===== config.mk =====
export PLATFORM = sky130hd
export DESIGN_NAME = tile_bank_loader
export DESIGN_NICKNAME = d
export VERILOG_FILES = /design/src/rtl/tile_bank_loader.sv
export SDC_FILE = /design/constraint.sdc
export NUM_CORES = 1
export LEC_CHECK = 0
export ABC_AREA = 1
export CAP_MARGIN = 15
export CORE_MARGIN = 2
export CORE_UTILIZATION = 48
export DETAILED_ROUTE_END_ITERATION = 12
export PLACE_DENSITY_LB_ADDON = 0.1
export SLEW_MARGIN = 10
export SYNTH_ARGS = -nofsm -noshare
export SYNTH_HDL_FRONTEND = slang
export SYNTH_SLANG_ARGS = --single-unit

===== constraint.sdc =====
create_clock -name clk -period 2.45 [get_ports clk]
set_input_delay 0.245 -clock clk [delete_from_list [all_inputs] [get_ports clk]]
set_output_delay 0.245 -clock clk [all_outputs]
set_load 0.02 [all_outputs]

===== src/rtl/tile_bank_loader.sv =====
// Tile bank loader: accepts a row stream for one operand over valid/ready and
// writes it into a ping/pong bank pair, one k-tile per bank. Publishes per-bank
// readiness flags and row counts for the tile scheduler, which hands banks back
// with release pulses.
module tile_bank_loader #(
  parameter int unsigned DATA_W = 8,
  parameter int unsigned LANES  = 16,
  parameter int unsigned TK_W   = 6
) (
  input  logic                      clk,
  input  logic                      rst_n,
  input  logic                      abort,
  input  logic                      s_valid,
  output logic                      s_ready,
  input  logic [LANES*DATA_W-1:0]   s_data,
  input  logic                      s_last,
  output logic                      wr_en,
  output logic                      wr_bank,
  output logic [TK_W-1:0]           wr_addr,
  output logic [LANES*DATA_W-1:0]   wr_data,
  input  logic                      rel_ping,
  input  logic                      rel_pong,
  output logic                      valid_ping,
  output logic                      valid_pong,
  output logic [TK_W:0]             rows_ping,
  output logic [TK_W:0]             rows_pong,
  output logic [15:0]               tiles_loaded,
  output logic [31:0]               stall_cycles,
  output logic                      err_overflow
);

  localparam int unsigned RowW = LANES * DATA_W;
  localparam logic [TK_W-1:0] AddrMax = {TK_W{1'b1}};

  typedef enum logic [0:0] {StFill, StCommit} state_e;

  state_e            state_q, state_d;
  logic              fill_bank_q, fill_bank_d;
  logic [TK_W-1:0]   fill_addr_q, fill_addr_d;
  // valid_q[0] = ping, valid_q[1] = pong
  logic [1:0]        valid_q, valid_d;
  logic [TK_W:0]     rows_ping_q, rows_ping_d;
  logic [TK_W:0]     rows_pong_q, rows_pong_d;
  logic [15:0]       tiles_q, tiles_d;
  logic [31:0]       stall_q, stall_d;
  logic              err_q, err_d;
  logic              wr_en_q, wr_en_d;
  logic              wr_bank_q, wr_bank_d;
  logic [TK_W-1:0]   wr_addr_q, wr_addr_d;
  logic [RowW-1:0]   wr_data_q, wr_data_d;

  logic              accept;
  logic              tile_end;

  // Ready depends only on registered state and abort, never on s_valid.
  // Held low while reset is asserted.
  assign s_ready  = rst_n && (state_q == StFill) && !valid_q[fill_bank_q] && !abort;
  assign accept   = s_valid && s_ready;
  assign tile_end = accept && (s_last || (fill_addr_q == AddrMax));

  // Next-state logic: row acceptance, commit, release, abort and counters.
  always_comb begin
    state_d     = state_q;
    fill_bank_d = fill_bank_q;
    fill_addr_d = fill_addr_q;
    rows_ping_d = rows_ping_q;
    rows_pong_d = rows_pong_q;
    tiles_d     = tiles_q;
    stall_d     = stall_q;
    err_d       = err_q;
    wr_en_d     = 1'b0;
    wr_bank_d   = wr_bank_q;
    wr_addr_d   = wr_addr_q;
    wr_data_d   = wr_data_q;
    // Releases apply first so a commit in the same cycle overrides them.
    valid_d     = valid_q & ~{rel_pong, rel_ping};

    unique case (state_q)
      StFill: begin
        if (accept) begin
          wr_en_d     = 1'b1;
          wr_bank_d   = fill_bank_q;
          wr_addr_d   = fill_addr_q;
          wr_data_d   = s_data;
          fill_addr_d = fill_addr_q + 1'b1;
          if (tile_end) begin
            state_d     = StCommit;
            fill_addr_d = '0;
            if (fill_bank_q) begin
              rows_pong_d = {1'b0, fill_addr_q} + 1'b1;
            end else begin
              rows_ping_d = {1'b0, fill_addr_q} + 1'b1;
            end
            // A full bank without s_last is a forced split of an oversized tile.
            if (!s_last) begin
              err_d = 1'b1;
            end
          end
        end
      end
      StCommit: begin
        // Flag rises the cycle after the last RAM write, never ahead of data.
        valid_d[fill_bank_q] = 1'b1;
        tiles_d              = tiles_q + 16'd1;
        fill_bank_d          = ~fill_bank_q;
        state_d              = StFill;
      end
      default: state_d = StFill;
    endcase

    if (s_valid && !s_ready && (stall_q != 32'hFFFF_FFFF)) begin
      stall_d = stall_q + 32'd1;
    end

    // Abort drops the partial tile and any tile mid-commit; statistics survive.
    if (abort) begin
      state_d     = StFill;
      valid_d     = 2'b00;
      fill_addr_d = '0;
      fill_bank_d = 1'b0;
      wr_en_d     = 1'b0;
      tiles_d     = tiles_q;
    end
  end

  // State and output registers.
  always_ff @(posedge clk or negedge rst_n) begin
    if (!rst_n) begin
      state_q     <= StFill;
      fill_bank_q <= 1'b0;
      fill_addr_q <= '0;
      valid_q     <= 2'b00;
      rows_ping_q <= '0;
      rows_pong_q <= '0;
      tiles_q     <= '0;
      stall_q     <= '0;
      err_q       <= 1'b0;
      wr_en_q     <= 1'b0;
      wr_bank_q   <= 1'b0;
      wr_addr_q   <= '0;
      wr_data_q   <= '0;
    end else begin
      state_q     <= state_d;
      fill_bank_q <= fill_bank_d;
      fill_addr_q <= fill_addr_d;
      valid_q     <= valid_d;
      rows_ping_q <= rows_ping_d;
      rows_pong_q <= rows_pong_d;
      tiles_q     <= tiles_d;
      stall_q     <= stall_d;
      err_q       <= err_d;
      wr_en_q     <= wr_en_d;
      wr_bank_q   <= wr_bank_d;
      wr_addr_q   <= wr_addr_d;
      wr_data_q   <= wr_data_d;
    end
  end

  assign wr_en        = wr_en_q;
  assign wr_bank      = wr_bank_q;
  assign wr_addr      = wr_addr_q;
  assign wr_data      = wr_data_q;
  assign valid_ping   = valid_q[0];
  assign valid_pong   = valid_q[1];
  assign rows_ping    = rows_ping_q;
  assign rows_pong    = rows_pong_q;
  assign tiles_loaded = tiles_q;
  assign stall_cycles = stall_q;
  assign err_overflow = err_q;

endmodule


# Word-level counts from Yosys, hierarchy flattened
# Index checks and enable logic that the tools add are counted.
[totals] input_bits=135 elab_cells=68 output_inout_bits=202 regBits=209
[op_classes] magnitude_cmp=2 n_eq_ne=3 n_reduce_logical=20 bitwise=7 mux=19 addsub=4
[op_table] operator="$add A32 B1 Y32 const B" count=1
[op_table] operator="$ne A32 B32 Y1 const B" count=1
[op_table] operator="$mux W6" count=4
[op_table] operator="$add A16 B1 Y16 const B" count=1
[op_table] operator="$reduce_and A4 Y1" count=3
[op_table] operator="$mux W1" count=11
[op_table] operator="$logic_and A1 B1 Y1" count=8
[op_table] operator="$add A6 B1 Y7 const B" count=1
[op_table] operator="$add A6 B1 Y6 const B" count=1
[op_table] operator="$eq A6 B6 Y1 const B" count=1
[op_table] operator="$reduce_and A2 Y1" count=3
[op_table] operator="$mux W2" count=2
[op_table] operator="$not A1 Y1" count=4
[op_table] operator="$reduce_bool A2 Y1" count=2
[op_table] operator="$logic_not A1 Y1" count=3
[op_table] operator="$and A2 B2 Y2" count=1
[op_table] operator="$lt A1 B2 Y1 const B" count=1
[op_table] operator="$ne A2 B2 Y1 const B" count=1
[op_table] operator="$not A2 Y2" count=1
[op_table] operator="$or A2 B2 Y2" count=1
[op_table] operator="$pmux W1 S2" count=1
[op_table] operator="$demux W1 S1" count=1
[op_table] operator="$ge A1 B1 Y1 const B" count=1
[op_table] operator="$logic_or A1 B1 Y1" count=1

# Logic depth before layout (Yosys ltp)
[logic_depth] depth_word=11 mapped_depth=11 depth_no_buf=10

# Worst setup path before layout
# OpenSTA, ideal clock, no wires.
[synth_path] kind="register to register" startpoint="register stall_q[1] (netlist: stall_cycles[1])" endpoint="register stall_q[30] (netlist: stall_cycles[30])" required_ps=2333 t_arrival_ps=1637 path_buffers=1 synth_period_minus_slack_ps=1754 path_slack_ps=696 setup_ps=117 stages_incl_launch_ff=12 cell_sequence="dfrtp_1 -> ha_1 -> inv_1 -> nor2_4 -> nand2_2 -> nor2_4 -> nand2_2 -> nand2_4 -> inv_4 -> buf_6 -> nand2_1 -> nand2_1"
[synth_between] elab_chain_cells=2 elab_cells_between_ends=3 classes_between="1 x add/sub; 1 x eq/ne; 1 x reduce/logical"
[synth_lines] element="start: declaration" line="45" text="logic [31:0] stall_q, stall_d;"
[synth_lines] element="start signal: assignment" line="150" text="stall_q <= stall_d;"
[synth_lines] element="parallel branches: the longest is 2 deep, another holds $add A32 B1 Y32"
# Several ways; the timed one is not identified.
# A chain may end at the register's enable or synchronous reset.

# Worst setup path after layout
[layout_path] startpoint="register state_q" endpoint="output port s_ready"
[layout_between] elab_chain_cells=4
[layout_lines] element="start: declaration" line="37" text="state_e state_q, state_d;"
[layout_lines] element="start signal: assignment" line="129" text="state_q <= StFill;"
[layout_lines] element="start signal: assignment" line="143" text="state_q <= state_d;"
[layout_lines] element="$not A1 Y1 (no source line)"
[layout_lines] element="$logic_and A1 B1 Y1 (3 in a row)" line="57" text="assign s_ready = rst_n && (state_q == StFill) && !valid_q[fill_bank_q] && !abort;"
[layout_lines] element="end: declaration" line="14" text="output logic s_ready,"
# Every way passes these cells.

==> impl_metrics.py <==
metrics = {
    "global_route": {
        "grt_use_total_pct": 24.4,
        "grt_pass1_vias": 7890,
        "grt_max_degree": 146,
        "antenna_found_initial": 0,
        "grt_pass1_wl_um": 39700,
        "overflow": 0,
    },
    "pwr": {
        "p_sw_share_pct": 28.7,
        "pwr_density_cell_nw_per_um2": 734,
        "p_total_mw": 9.80,
        "power.leakage_nw": 6.40,
        "combPwrFrac_pct": 24.2,
        "pwr-share-clk_pct": 33.2,
        "ir_worst_vdd_mv": 0.487,
        "internal_power_mw": 6.98,
        "p_sw_mw": 2.82,
        "seq_power_share_pct": 42.6,
    },
    "logic_synthesis": {
        "async_reset_ff_share_pct": 100,
        "synthDominantCellAreaShare_pct": 57.3,
        "yosys_most_used_dff": "dfrtp_1",
        "avgSynthCellArea_um2": 8.13,
        "yosys.area.top_type": "dfrtp_1",
        "synth_area_leaders": "dfrtp_1 (57%), nand2_1 (26%), nor2_1 (2.6%)",
        "synth_fp_nets": 1261,
        "yosysSeqAreaShare_pct": 57.3,
        "ys_warn_count": 0,
        "ys_seq_elements": 209,
        "synth_edf_count": 0,
        "ys_types": 27,
        "synth_area_um2": 9140,
        "synthCells": 1123,
    },
    "hold_path": {
        "hold_class": "in2async",
    },
    "routing": {
        "vias": 8214,
        "ant_nets": 0,
        "wl_per_cell_um": 14.5,
        "drtPass1Iterations": 8,
        "drc": 0,
        "viasPerCell": 4.82,
        "wl_um": 24800,
        "drt_iter0_markers": 386,
    },
    "cts": {
        "root_buffer": "clkbuf_16",
        "cts-root-to-sink-buffers": 3,
        "cts_setup_buffers": 0,
        "ctsResizeCount": 0,
        "clk_latency_ps": 500,
        "cts_max_level": 1,
        "cts_tree": "built",
        "hold_buffers": 0,
        "clk_pin_slew_worst_paths_ps": 60,
        "clock-sinks": 209,
        "cts_buffers": 22,
    },
    "timing": {
        "whs_ps": -60.8,
        "fin_skew_ps": 6.39,
        "fin_crit_sh_pct": 89.5,
        "setup_tns_ps": 0,
        "drv_slew": 0,
        "fin_crit_ps": 2190,
        "rsz0062_at_grt": "false",
        "timing.fmax_ghz": 0.456,
        "finalSetupViolations": 0,
        "worst_pin_slew_ps": 771,
        "slew_headroom_pct": 48.6,
        "final_hold_viol_count": 90,
    },
    "final_layout": {
        "seqCellArea_um2": 5230,
        "fin_area_um2": 13300,
        "fill_cells": 1419,
        "instances_no_fill": 1703,
        "nets": 1594,
        "multi_input_area_um2": 3420,
        "drive_gt1_share_pct": 4.22,
        "diodes": 0,
        "area_growth_pct": 46.0,
    },
    "worst_setup_path": {
        "crit_fanout": 4,
        "r2r-start": "stall_cycles[0]$_DFFE_PN0P_",
        "arrival_ps": 1950,
        "start_kind": "register",
        "r2r_cells": 10,
        "path_class": "reg2out",
        "crit_path_end_kind": "primary output",
        "worstPathRequired_ps": 2200,
        "crit_path_start": "state_q$_DFF_PN0_",
        "r2r_slack_ps": 470,
    },
    "outcome": {
        "violations": "hold timing",
        "outcome": "finished with violations",
    },
    "placed_design": {
        "numPlacedInstances": 1666,
        "dp_hpwl_um": 17500,
        "port_buffers": 336,
        "place.gp.congestion": 0.830,
        "post_dp_cell_area_um2": 12600,
    },
    "floorplan": {
        "die_h_um": 142,
        "initial_core_util_pct": 48.8,
        "num_io_pins": 337,
        "die_area_um2": 20200,
        "fp.dieW_um": 142,
        "num_rows": 50,
        "core-area_um2": 18700,
    },
    "run": {
        "max_cap_violations": 0,
    },
}
routing by layer:
layer	routed length, µm	global-route usage (%)	vias up
met5	0	0	-
met4	549	6.32	0
li1	-	-	4085
met2	11700	40.3	292
met1	10300	31.6	3793
met3	2310	7.57	44
synthesized netlist by cell type (4+ instances only):
library cell  instances
nand2_1             644
o21ai_2               4
buf_2                13
nor2_1               64
nand2_2               4
nor3_1                4
nand4_1               4
xnor2_1              10
o21ai_0              17
clkbuf_1              7
o22ai_1               4
nand3_1              32
dfrtp_1             209
o21ai_1               4
buf_6                14
nor2_4                4
inv_1                53
xor2_1               15
stage by stage:
step / hold WS (ps) / setup WS (ps) / utilization, %
after floorplan: -50.6 / 696 / -
after global placement: 461 / 468 / 67.5
after detailed placement: 464 / 427 / 67.5
after CTS: 2.93 / 236 / 71.3
after global routing: 8.94 / 160 / 71.3
final: -60.8 / 258 / 71.3
final timing paths:
| kind | endpoint |
|---|---|
| worst max-delay path | s_ready |
| worst min-delay path | fill_bank_q$_DFFE_PN0P_ |
| worst max register to register | stall_cycles[13]$_DFFE_PN0P_ |
| worst min register to register | wr_data[122]$_DFFE_PN0P_ |
| max in group asynchronous | wr_data[72]$_DFFE_PN0P_ |
| min in group clk | wr_data[47]$_DFFE_PN0P_ |
worst max-delay path, stage by stage (launching register included):
cell and delay (ps):
dfrtp_1 390, nor2_1 130, nand2_1 100, nor2_4 180
clkdlybuf4s50_1 650
cell usage in the layout, fill, tap and decap left out, types with 8 or more instances in the layout:
cell / instances
nand2_1: 644
clkdlybuf4s50_1: 335
dfrtp_1: 209
nor2_1: 64
inv_1: 53
nand3_1: 32
clkbuf_16: 23
o21ai_0: 17
xor2_1: 15
xnor2_1: 10
clkbuf_8: 9
buf_4: 8
sequential cells by signal, indices dropped and copies added, names as in the netlist:
signal / count
rows_ping: 7
stall_cycles: 32
fill_addr_q: 6
wr_en: 1
tiles_loaded: 16
fill_bank_q: 1
err_overflow: 1
wr_data: 128
state_q: 1
rows_pong: 7
valid_q: 2
wr_bank: 1
wr_addr: 6
cells by family (layout without fill, tap and decap cells):
kind of cell    count (synthesis)  in the layout  share of synthesized area [%]
buf+inv                        93            439                           5.34
fa+ha+maj                       3              3                          0.411
compound gates                 30             30                           1.89
flops                         209            209                           57.3
xor+xnor                       25             25                           2.40
simple gates                  763            763                           32.7
power by group through the flow:
stage	combinational (mW)	sequential [mW]	clock [mW]
5_1_grt	2.56	4.23	3.50
6_report	2.37	4.18	3.25
2_1_floorplan	0.524	4.75	0
4_1_cts	2.40	4.18	3.33
3_3_place_gp	2.37	4.22	0
3_5_place_dp	2.39	4.22	0
area by class of cell:
type | count | area share (%)
clock inverter | 3 | 0.113
timing repair buffer | 346 | 26.0
clock buffer | 34 | 5.22
multi-input combinational | 821 | 25.6
tap | 234 | 2.19
inverter | 56 | 1.63
sequential | 209 | 39.2
Note: power is estimated with default switching activity, not from simulation.
